### src/rtl/pipe_hazard_ctrl_pkg.sv
// pipe_hazard_ctrl_pkg: shared FSM encodings, pipeline constants and hazard helpers
package pipe_hazard_ctrl_pkg;

    typedef enum logic {
        IDLE     = 1'b0,
        MEM_WAIT = 1'b1
    } mem_state_t;

    localparam logic [31:0] NOP_INSTR = 32'h13;

    // True when an ID source operand is actually read and names register rd.
    function automatic logic reg_hit(input logic uses, input logic [4:0] rs, input logic [4:0] rd);
        return uses & (rs == rd);
    endfunction

endpackage

### src/rtl/pipe_mem_handshake.sv
// pipe_mem_handshake: MEM-stage data-memory request/ack FSM with wait-state timeout
//   clk, rst       : clock, synchronous active-high reset
//   mem_access     : MEM stage holds a load or store
//   dmem_ack       : data-memory completion
//   trap           : trap from the MEM-stage instruction, aborts any pending access
//   dmem_req       : data-memory request (combinational)
//   timeout        : last permitted wait cycle passed without ack (combinational)
//   mem_fault      : one-cycle registered pulse following a timeout
module pipe_mem_handshake
    import pipe_hazard_ctrl_pkg::*;
#(
    parameter int MEM_TIMEOUT = 16
) (
    input  logic clk,
    input  logic rst,
    input  logic mem_access,
    input  logic dmem_ack,
    input  logic trap,
    output logic dmem_req,
    output logic timeout,
    output logic mem_fault
);

    localparam logic [7:0] LAST = 8'(MEM_TIMEOUT - 1);

    mem_state_t state;
    logic [7:0] wait_cnt;

    always_comb begin
        dmem_req = ~rst & ((state == MEM_WAIT) | mem_access);
        timeout  = ~rst & (state == MEM_WAIT) & ~dmem_ack & (wait_cnt == LAST);
    end

    // Any cycle that does not leave a request outstanding returns to IDLE;
    // an outstanding one (first cycle from IDLE or a continued wait) counts up.
    always_ff @(posedge clk) begin
        if (rst) begin
            state     <= IDLE;
            wait_cnt  <= 8'd0;
            mem_fault <= 1'b0;
        end else begin
            mem_fault <= timeout;
            if (trap | timeout | ~dmem_req | dmem_ack) begin
                state    <= IDLE;
                wait_cnt <= 8'd0;
            end else begin
                state    <= MEM_WAIT;
                wait_cnt <= wait_cnt + 8'd1;
            end
        end
    end

endmodule

### src/rtl/pipe_hazard_ctrl.sv
// pipe_hazard_ctrl: 5-stage pipeline sequencer resolving trap, memory-wait, branch and load-use hazards
//   clk, rst                        : clock, synchronous active-high reset
//   id_rs1/id_rs2, id_uses_rs1/rs2  : ID-stage source operands
//   ex_data_re, ex_reg_file_we/rd   : EX-stage load / destination info
//   ex_branch_taken                 : EX redirects the PC
//   mem_data_re/we, dmem_ack        : MEM-stage access and data-memory completion
//   trap                            : trap raised by the MEM-stage instruction
//   dmem_req                        : data-memory request
//   pc_en, *_en, *_flush            : PC and pipeline register controls
//   mem_fault                       : one-cycle pulse after a memory timeout
//   stall_count                     : saturating count of cycles with pc_en=0
module pipe_hazard_ctrl
    import pipe_hazard_ctrl_pkg::*;
#(
    parameter int MEM_TIMEOUT = 16,
    parameter int CNT_WIDTH   = 32
) (
    input  logic                 clk,
    input  logic                 rst,
    input  logic [4:0]           id_rs1,
    input  logic [4:0]           id_rs2,
    input  logic                 id_uses_rs1,
    input  logic                 id_uses_rs2,
    input  logic                 ex_data_re,
    input  logic                 ex_reg_file_we,
    input  logic [4:0]           ex_reg_file_rd,
    input  logic                 ex_branch_taken,
    input  logic                 mem_data_re,
    input  logic                 mem_data_we,
    input  logic                 dmem_ack,
    input  logic                 trap,
    output logic                 dmem_req,
    output logic                 pc_en,
    output logic                 if_id_en,
    output logic                 if_id_flush,
    output logic                 id_ex_en,
    output logic                 id_ex_flush,
    output logic                 ex_mem_en,
    output logic                 ex_mem_flush,
    output logic                 mem_wb_en,
    output logic                 mem_wb_flush,
    output logic                 mem_fault,
    output logic [CNT_WIDTH-1:0] stall_count
);

    logic timeout, mem_stall, load_use, flush_all;

    pipe_mem_handshake #(.MEM_TIMEOUT(MEM_TIMEOUT)) u_mem (
        .clk        (clk),
        .rst        (rst),
        .mem_access (mem_data_re | mem_data_we),
        .dmem_ack   (dmem_ack),
        .trap       (trap),
        .dmem_req   (dmem_req),
        .timeout    (timeout),
        .mem_fault  (mem_fault)
    );

    // Fixed priority: trap/timeout > memory stall > branch > load-use.
    // A stalled branch or load-use is simply re-evaluated once the stall ends,
    // since EX and ID contents are held.
    always_comb begin
        load_use     = ex_data_re & ex_reg_file_we & (ex_reg_file_rd != 5'd0) &
                       (reg_hit(id_uses_rs1, id_rs1, ex_reg_file_rd) |
                        reg_hit(id_uses_rs2, id_rs2, ex_reg_file_rd));
        flush_all    = ~rst & (trap | timeout);
        mem_stall    = dmem_req & ~dmem_ack & ~timeout;
        pc_en        = ~rst;
        if_id_en     = ~rst;
        id_ex_en     = ~rst;
        ex_mem_en    = ~rst;
        mem_wb_en    = ~rst;
        if_id_flush  = 1'b0;
        id_ex_flush  = 1'b0;
        ex_mem_flush = 1'b0;
        mem_wb_flush = 1'b0;
        if (flush_all) begin
            if_id_flush  = 1'b1;
            id_ex_flush  = 1'b1;
            ex_mem_flush = 1'b1;
            mem_wb_flush = 1'b1;
        end else if (mem_stall) begin
            pc_en        = 1'b0;
            if_id_en     = 1'b0;
            id_ex_en     = 1'b0;
            ex_mem_en    = 1'b0;
            mem_wb_flush = 1'b1;
        end else if (~rst & ex_branch_taken) begin
            if_id_flush = 1'b1;
            id_ex_flush = 1'b1;
        end else if (~rst & load_use) begin
            pc_en       = 1'b0;
            if_id_en    = 1'b0;
            id_ex_flush = 1'b1;
        end
    end

    always_ff @(posedge clk) begin
        if (rst)
            stall_count <= '0;
        else if (~pc_en & ~&stall_count)
            stall_count <= stall_count + 1'b1;
    end

endmodule

### config.mk
export PLATFORM = sky130hd
export DESIGN_NAME = pipe_hazard_ctrl
export DESIGN_NICKNAME = d
export VERILOG_FILES = /design/src/rtl/pipe_hazard_ctrl_pkg.sv /design/src/rtl/pipe_mem_handshake.sv /design/src/rtl/pipe_hazard_ctrl.sv
export SDC_FILE = /design/constraint.sdc
export NUM_CORES = 1
export LEC_CHECK = 0
export CAP_MARGIN = 15
export CELL_PAD_IN_SITES_DETAIL_PLACEMENT = 1
export CELL_PAD_IN_SITES_GLOBAL_PLACEMENT = 2
export CORE_MARGIN = 4
export CORE_UTILIZATION = 30
export CTS_BUF_LIST = sky130_fd_sc_hd__clkbuf_4
export DETAILED_ROUTE_END_ITERATION = 8
export GPL_ROUTABILITY_DRIVEN = 0
export HOLD_SLACK_MARGIN = 0.05
export PLACE_DENSITY = 0.95
export SYNTH_ARGS = -nofsm -noshare
export SYNTH_HDL_FRONTEND = slang
export SYNTH_SLANG_ARGS = --single-unit
### constraint.sdc
create_clock -name clk -period 4.95 [get_ports clk]
set_clock_uncertainty 0.15 [all_clocks]
set_input_delay 0.99 -clock clk [delete_from_list [all_inputs] [get_ports clk]]
set_output_delay 0.99 -clock clk [all_outputs]
set_load 0.005 [all_outputs]
==> impl_metrics.yaml, run 1 <==
floorplanning:
  die_w_um: 96.6
  rows: 32
  start_util_pct: 30.6
  dieArea_um2: 9330
  io_pins: 69
  core-area_um2: 7690
  dieHeight_um: 96.6
flow_run:
  drv_cap: 0
placement:
  place_inst: 440
  place_ws_ns: 0.690
  portBuffers: 68
  dpl.hpwl_mm: 5.26
clock_tree:
  h-tree-depth: 2
  post_cts_buffers: 0
  cts_buffer_depth: 2
  cts_tree: "done"
  cts_buffers: 5
  hold_buffers: 0
  clkTransAtPathRegs_ns: 0.14
  clkSinkCount: 42
  cts_root_buffer: "clkbuf_4"
  cts_resized: 0
  clock_latency_ns: 0.36
layout:
  final_cell_mix: "68 x clkdlybuf4s50_1, 42 x dfxtp_1, 28 x a21oi_1, 23 x nand3_1"
  area_growth_pct: 34.9
  layout_commonest_cell: "clkdlybuf4s50_1"
  seqCellArea_um2: 841
  final_nets: 373
  multi_input_area_um2: 1370
  postLayoutCoreUtil_pct: 41.3
  insertedDiodeCount: 0
  drive_above_1_share_pct: 6.36
  num-fill-cells: 934
  layout.cells.non_filler: 448
routing:
  firstDrtPassIters: 4
  dr.first_iter.drc_count: 126
  vias: 2419
  routedWlPerCell_um: 15.9
  ant_nets: 0
  drcViolationCount: 0
  via_per_inst: 5.40
  wl_mm: 7.11
synthesis:
  ys_warn_count: 0
  synthCells: 284
  synth-seq-cells: 42
  syn_area_per_cell_um2: 8.29
  yosysSeqAreaShare_pct: 35.7
  ys_async_sr_fraction_pct: 0
  syn_nets: 312
  synth-edff-count: 0
  yosys_most_used_dff: "dfxtp_1"
  synthesis.area_um2: 2350
  synth_cell_type_count: 46
global_route:
  antenna_found_initial: 0
  grtUsageTotal_pct: 15.4
  grt_remaining_overflow: 0
  grt_pass1_wl_mm: 11.4
  grt_max_degree: 62
  first_global_vias: 2417
setup_path:
  crit_required_ns: 3.81
  end_kind: "output port"
  worstPathMaxFanout: 4
  critPathLaunchType: "input port"
  crit_type: "in -> out"
  arrival_ns: 3.10
sta:
  min_period_ns: 4.24
  max-slew-margin-rel_pct: 54.3
  drv_slew: 0
  final.period_utilization_pct: 85.7
  fmax_mhz: 236
  tns_ns: 0
  hold_viol: 0
  rsz0062_at_grt: "no"
  hold_slack_ns: 0.305
  final.setup.worst_slack_ns: 0.709
  finalSetupViolations: 0
  tightest_slew_ns: 0.684
run_status:
  status: "finished, final reports clean"
pwr:
  p_leak_uw: 0.000980
  p_per_area_nw_per_um2: 223
  vdd_drop_max_v: 0.000132
worst_hold_path:
  min-delay-path-class: "reg -> reg"
## flip-flops by register name (all words and copies together), names as in the netlist
register,cells
u_mem.state,1
u_mem.mem_fault,1
u_mem.wait_cnt,8
stall_count,32
## per-layer routing
metal  global-route usage, %  wire length, um  vias up
met2                    26.7             3570       32
li1                        -                -     1191
met5                       0                0        -
met4                    4.09               67        0
met1                    19.4             3270     1188
met3                    2.94              214        8
## Yosys cell counts (all sizes together), types with 2 or more instances
cell | n | area [um^2]
dfxtp | 42 | 841
a21oi | 28 | 140
nand3 | 23 | 115
nor2 | 18 | 67.6
o31ai | 18 | 135
or4 | 18 | 135
nand2 | 16 | 60.1
nand4 | 15 | 93.8
or3 | 13 | 81.3
xnor2 | 13 | 114
buf | 10 | 82.6
o21ai | 10 | 50.1
inv | 9 | 33.8
and3 | 8 | 60.1
clkbuf | 7 | 27.5
nor3 | 6 | 35.0
nor4 | 3 | 33.8
xor2 | 3 | 26.3
and2 | 2 | 13.8
ha | 2 | 25.0
nor4b | 2 | 23.8
o311a | 2 | 20.0
## worst max-delay path, stage by stage
cell             delay, ns
clkdlybuf4s50_1       0.48
nor4b_2               0.33
and3_4                0.24
o31a_1                0.15
a21boi_4              0.18
nand2b_1              0.18
clkdlybuf4s50_1       0.53
## per-stage QoR
stage	instance area, um^2	power (uW)
after floorplan	2350	398
after global placement	3080	440
after detailed placement	3080	442
after CTS	3180	716
after global routing	3180	738
final	3180	707
## area by class of cell
type	instances	area share (%)
multi-input combinational	216	43.1
sequential	42	26.5
timing repair buffer	71	22.1
tap	102	4.02
clock inverter	3	2.01
clock buffer	5	1.18
inverter	9	1.06
## worst paths after layout
check                                                  start                            to  slack (ns)  cells after the start
worst max-delay path                                     rst                      if_id_en        0.71                      7
worst min-delay path            u_mem.wait_cnt[0]$_SDFF_PP0_  u_mem.wait_cnt[0]$_SDFF_PP0_        0.31                      1
worst max register to register  u_mem.wait_cnt[0]$_SDFF_PP0_  stall_count[18]$_SDFFE_PP0P_        2.02                      8
worst min register to register  u_mem.wait_cnt[0]$_SDFF_PP0_  u_mem.wait_cnt[0]$_SDFF_PP0_        0.31                      1
## cells by family (layout without fill, tap and decap cells)
| group | after synthesis | in the layout | synth area share [%] |
|---|---|---|---|
| AND/OR/NAND/NOR | 130 | 130 | 32.4 |
| AO/OA/AOI/OAI | 66 | 66 | 17.9 |
| flip-flops | 42 | 42 | 35.7 |
| buffers and inverters | 26 | 88 | 6.11 |
| XOR/XNOR | 16 | 16 | 5.95 |
| adder cells (fa/ha/maj) | 2 | 2 | 1.06 |
| multiplexers | 2 | 2 | 0.903 |
## report_power, final
group          internal, uW  switching (uW)
Combinational          46.8            44.0
Clock                   156             117
Sequential              340            3.07
Total                   543             164
No activity file was read; power rests on OpenSTA's default activity.
==> run 2: changes to the inputs <==
CORE_ASPECT_RATIO = 1.4   (was unset)
==> run 2 against run 1 <==
  * Clock power grew 4%
  * Sequential power is essentially flat
  * Critical path depth shrank 1
  * First-iteration DRC count shrank 15%
  * Flip-flop and latch count is the same
  * Clock-buffer cell count is the same
  * Largest cell class unchanged
  * Maximum frequency shrank 0.24%
  * Routed wire length shrank 0.75%
  * Highest routed layer unchanged
==> impl_metrics.yaml, run 2 (synthesis results as in run 1) <==
routing:
  vias: 2449
  routedWlPerCell_um: 15.8
  firstDrtPassIters: 4
  drcViolationCount: 0
  wl_mm: 7.06
  dr.first_iter.drc_count: 107
  via_per_inst: 5.49
  ant_nets: 0
layout:
  seqCellArea_um2: 841
  insertedDiodeCount: 0
  drive_above_1_share_pct: 6.65
  regMostFlops: "stall_count"
  area_growth_pct: 35.0
  layout_commonest_cell: "clkdlybuf4s50_1"
  num-fill-cells: 949
  layout.cells.non_filler: 446
  final_cell_mix: "68 x clkdlybuf4s50_1, 42 x dfxtp_1, 28 x a21oi_1, 23 x nand3_1"
  multi_input_area_um2: 1370
  top_regs: "stall_count x32, u_mem.wait_cnt x8"
  largest_reg_flops: 32
  final_nets: 373
floorplanning:
  dieArea_um2: 9350
  io_pins: 69
  die_w_um: 82.9
  dieHeight_um: 113
  start_util_pct: 30.6
  core-area_um2: 7700
  rows: 38
setup_path:
  crit_required_ns: 3.81
  critPathBufInv: 2
  worstPathCellList: "clkdlybuf4s50_1, or3_1, o311a_1, a21boi_4, nand2b_1, clkdlybuf4s50_1"
  end_kind: "output port"
  critPathLaunchType: "input port"
  arrival_ns: 3.11
  crit_type: "in -> out"
  slowest_stage: "clkdlybuf4s50_1"
  crit_path_frequent_cell: "clkdlybuf4s50_1"
  worstPathMaxFanout: 3
  cpPeakStageDelay_ns: 0.52
  crit_family: "buffers and inverters"
global_route:
  first_global_vias: 2639
  grt_remaining_overflow: 0
  antenna_found_initial: 0
  grt_max_degree: 62
  grt_pass1_wl_mm: 12.1
  grtUsageTotal_pct: 15.3
sta:
  finalSetupViolations: 0
  max-slew-margin-rel_pct: 49.6
  min_period_ns: 4.25
  hold_viol: 0
  tightest_slew_ns: 0.754
  drv_slew: 0
  fmax_mhz: 235
  tns_ns: 0
  final.period_utilization_pct: 85.9
  rsz0062_at_grt: "no"
clock_tree:
  clkTransAtPathRegs_ns: 0.14
  clock_latency_ns: 0.36
  clkSinkCount: 42
  h-tree-depth: 2
  cts_buffers: 5
  cts_resized: 0
  post_cts_buffers: 0
  cts_buffer_depth: 2
  hold_buffers: 0
  cts_tree: "done"
  cts_root_buffer: "clkbuf_4"
placement:
  dpl.hpwl_mm: 5.23
  portBuffers: 68
  place_inst: 438
run_status:
  status: "finished, final reports clean"
pwr:
  p_leak_uw: 0.000982
  vdd_drop_max_v: 0.0000917
  p_per_area_nw_per_um2: 226
flow_run:
  drv_cap: 0
worst_hold_path:
  min-delay-path-class: "reg -> reg"
run 2: worst paths after layout:
| kind | end | from | depth (start not counted) | slack [ns] |
|---|---|---|---|---|
| worst max-delay path | if_id_en | ex_reg_file_rd[0] | 6 | 0.70 |
| worst min-delay path | u_mem.wait_cnt[0]$_SDFF_PP0_ | u_mem.wait_cnt[0]$_SDFF_PP0_ | 1 | 0.31 |
| worst max register to register | stall_count[2]$_SDFFE_PP0P_ | stall_count[1]$_SDFFE_PP0P_ | 7 | 1.95 |
| worst min register to register | u_mem.wait_cnt[0]$_SDFF_PP0_ | u_mem.wait_cnt[0]$_SDFF_PP0_ | 1 | 0.31 |
run 2: cell type report:
cell class,count,area share [%]
well taps,100,3.94
repair buffers,71,22.1
clock buffers,5,1.18
multi-input cells,216,43.1
clock inverters,3,2.16
flip-flops and latches,42,26.4
inverters,9,1.06
run 2: metal layers:
layer  up-vias  share of wire [%]  global-route usage (%)
met3         7                4.1                    2.40
li1       1196                  -                       -
met5         -                  0                       0
met1      1180                 38                    15.4
met2        66                 57                    31.8
met4         0                1.0                    4.03
run 2: per-stage QoR:
| step | hold WS [ns] | total power [uW] | setup WS (ns) | area [um^2] | utilization (%) |
|---|---|---|---|---|---|
| after global routing | 0.340 | 746 | 0.564 | 3180 | 41.3 |
| after detailed placement | 0.287 | 442 | 0.647 | 3070 | 39.9 |
| after floorplan | 0.268 | 398 | 1.29 | 2350 | - |
| final | 0.309 | 719 | 0.699 | 3180 | 41.3 |
| after global placement | 0.278 | 440 | 0.668 | 3070 | 39.9 |
| after CTS | 0.310 | 726 | 0.644 | 3180 | 41.3 |
run 2: power by group:
part / switching [uW] / internal (uW) / total, uW
clock network: 127 / 158 / 285
logic: 43.7 / 46.6 / 90.3
registers: 2.88 / 341 / 343
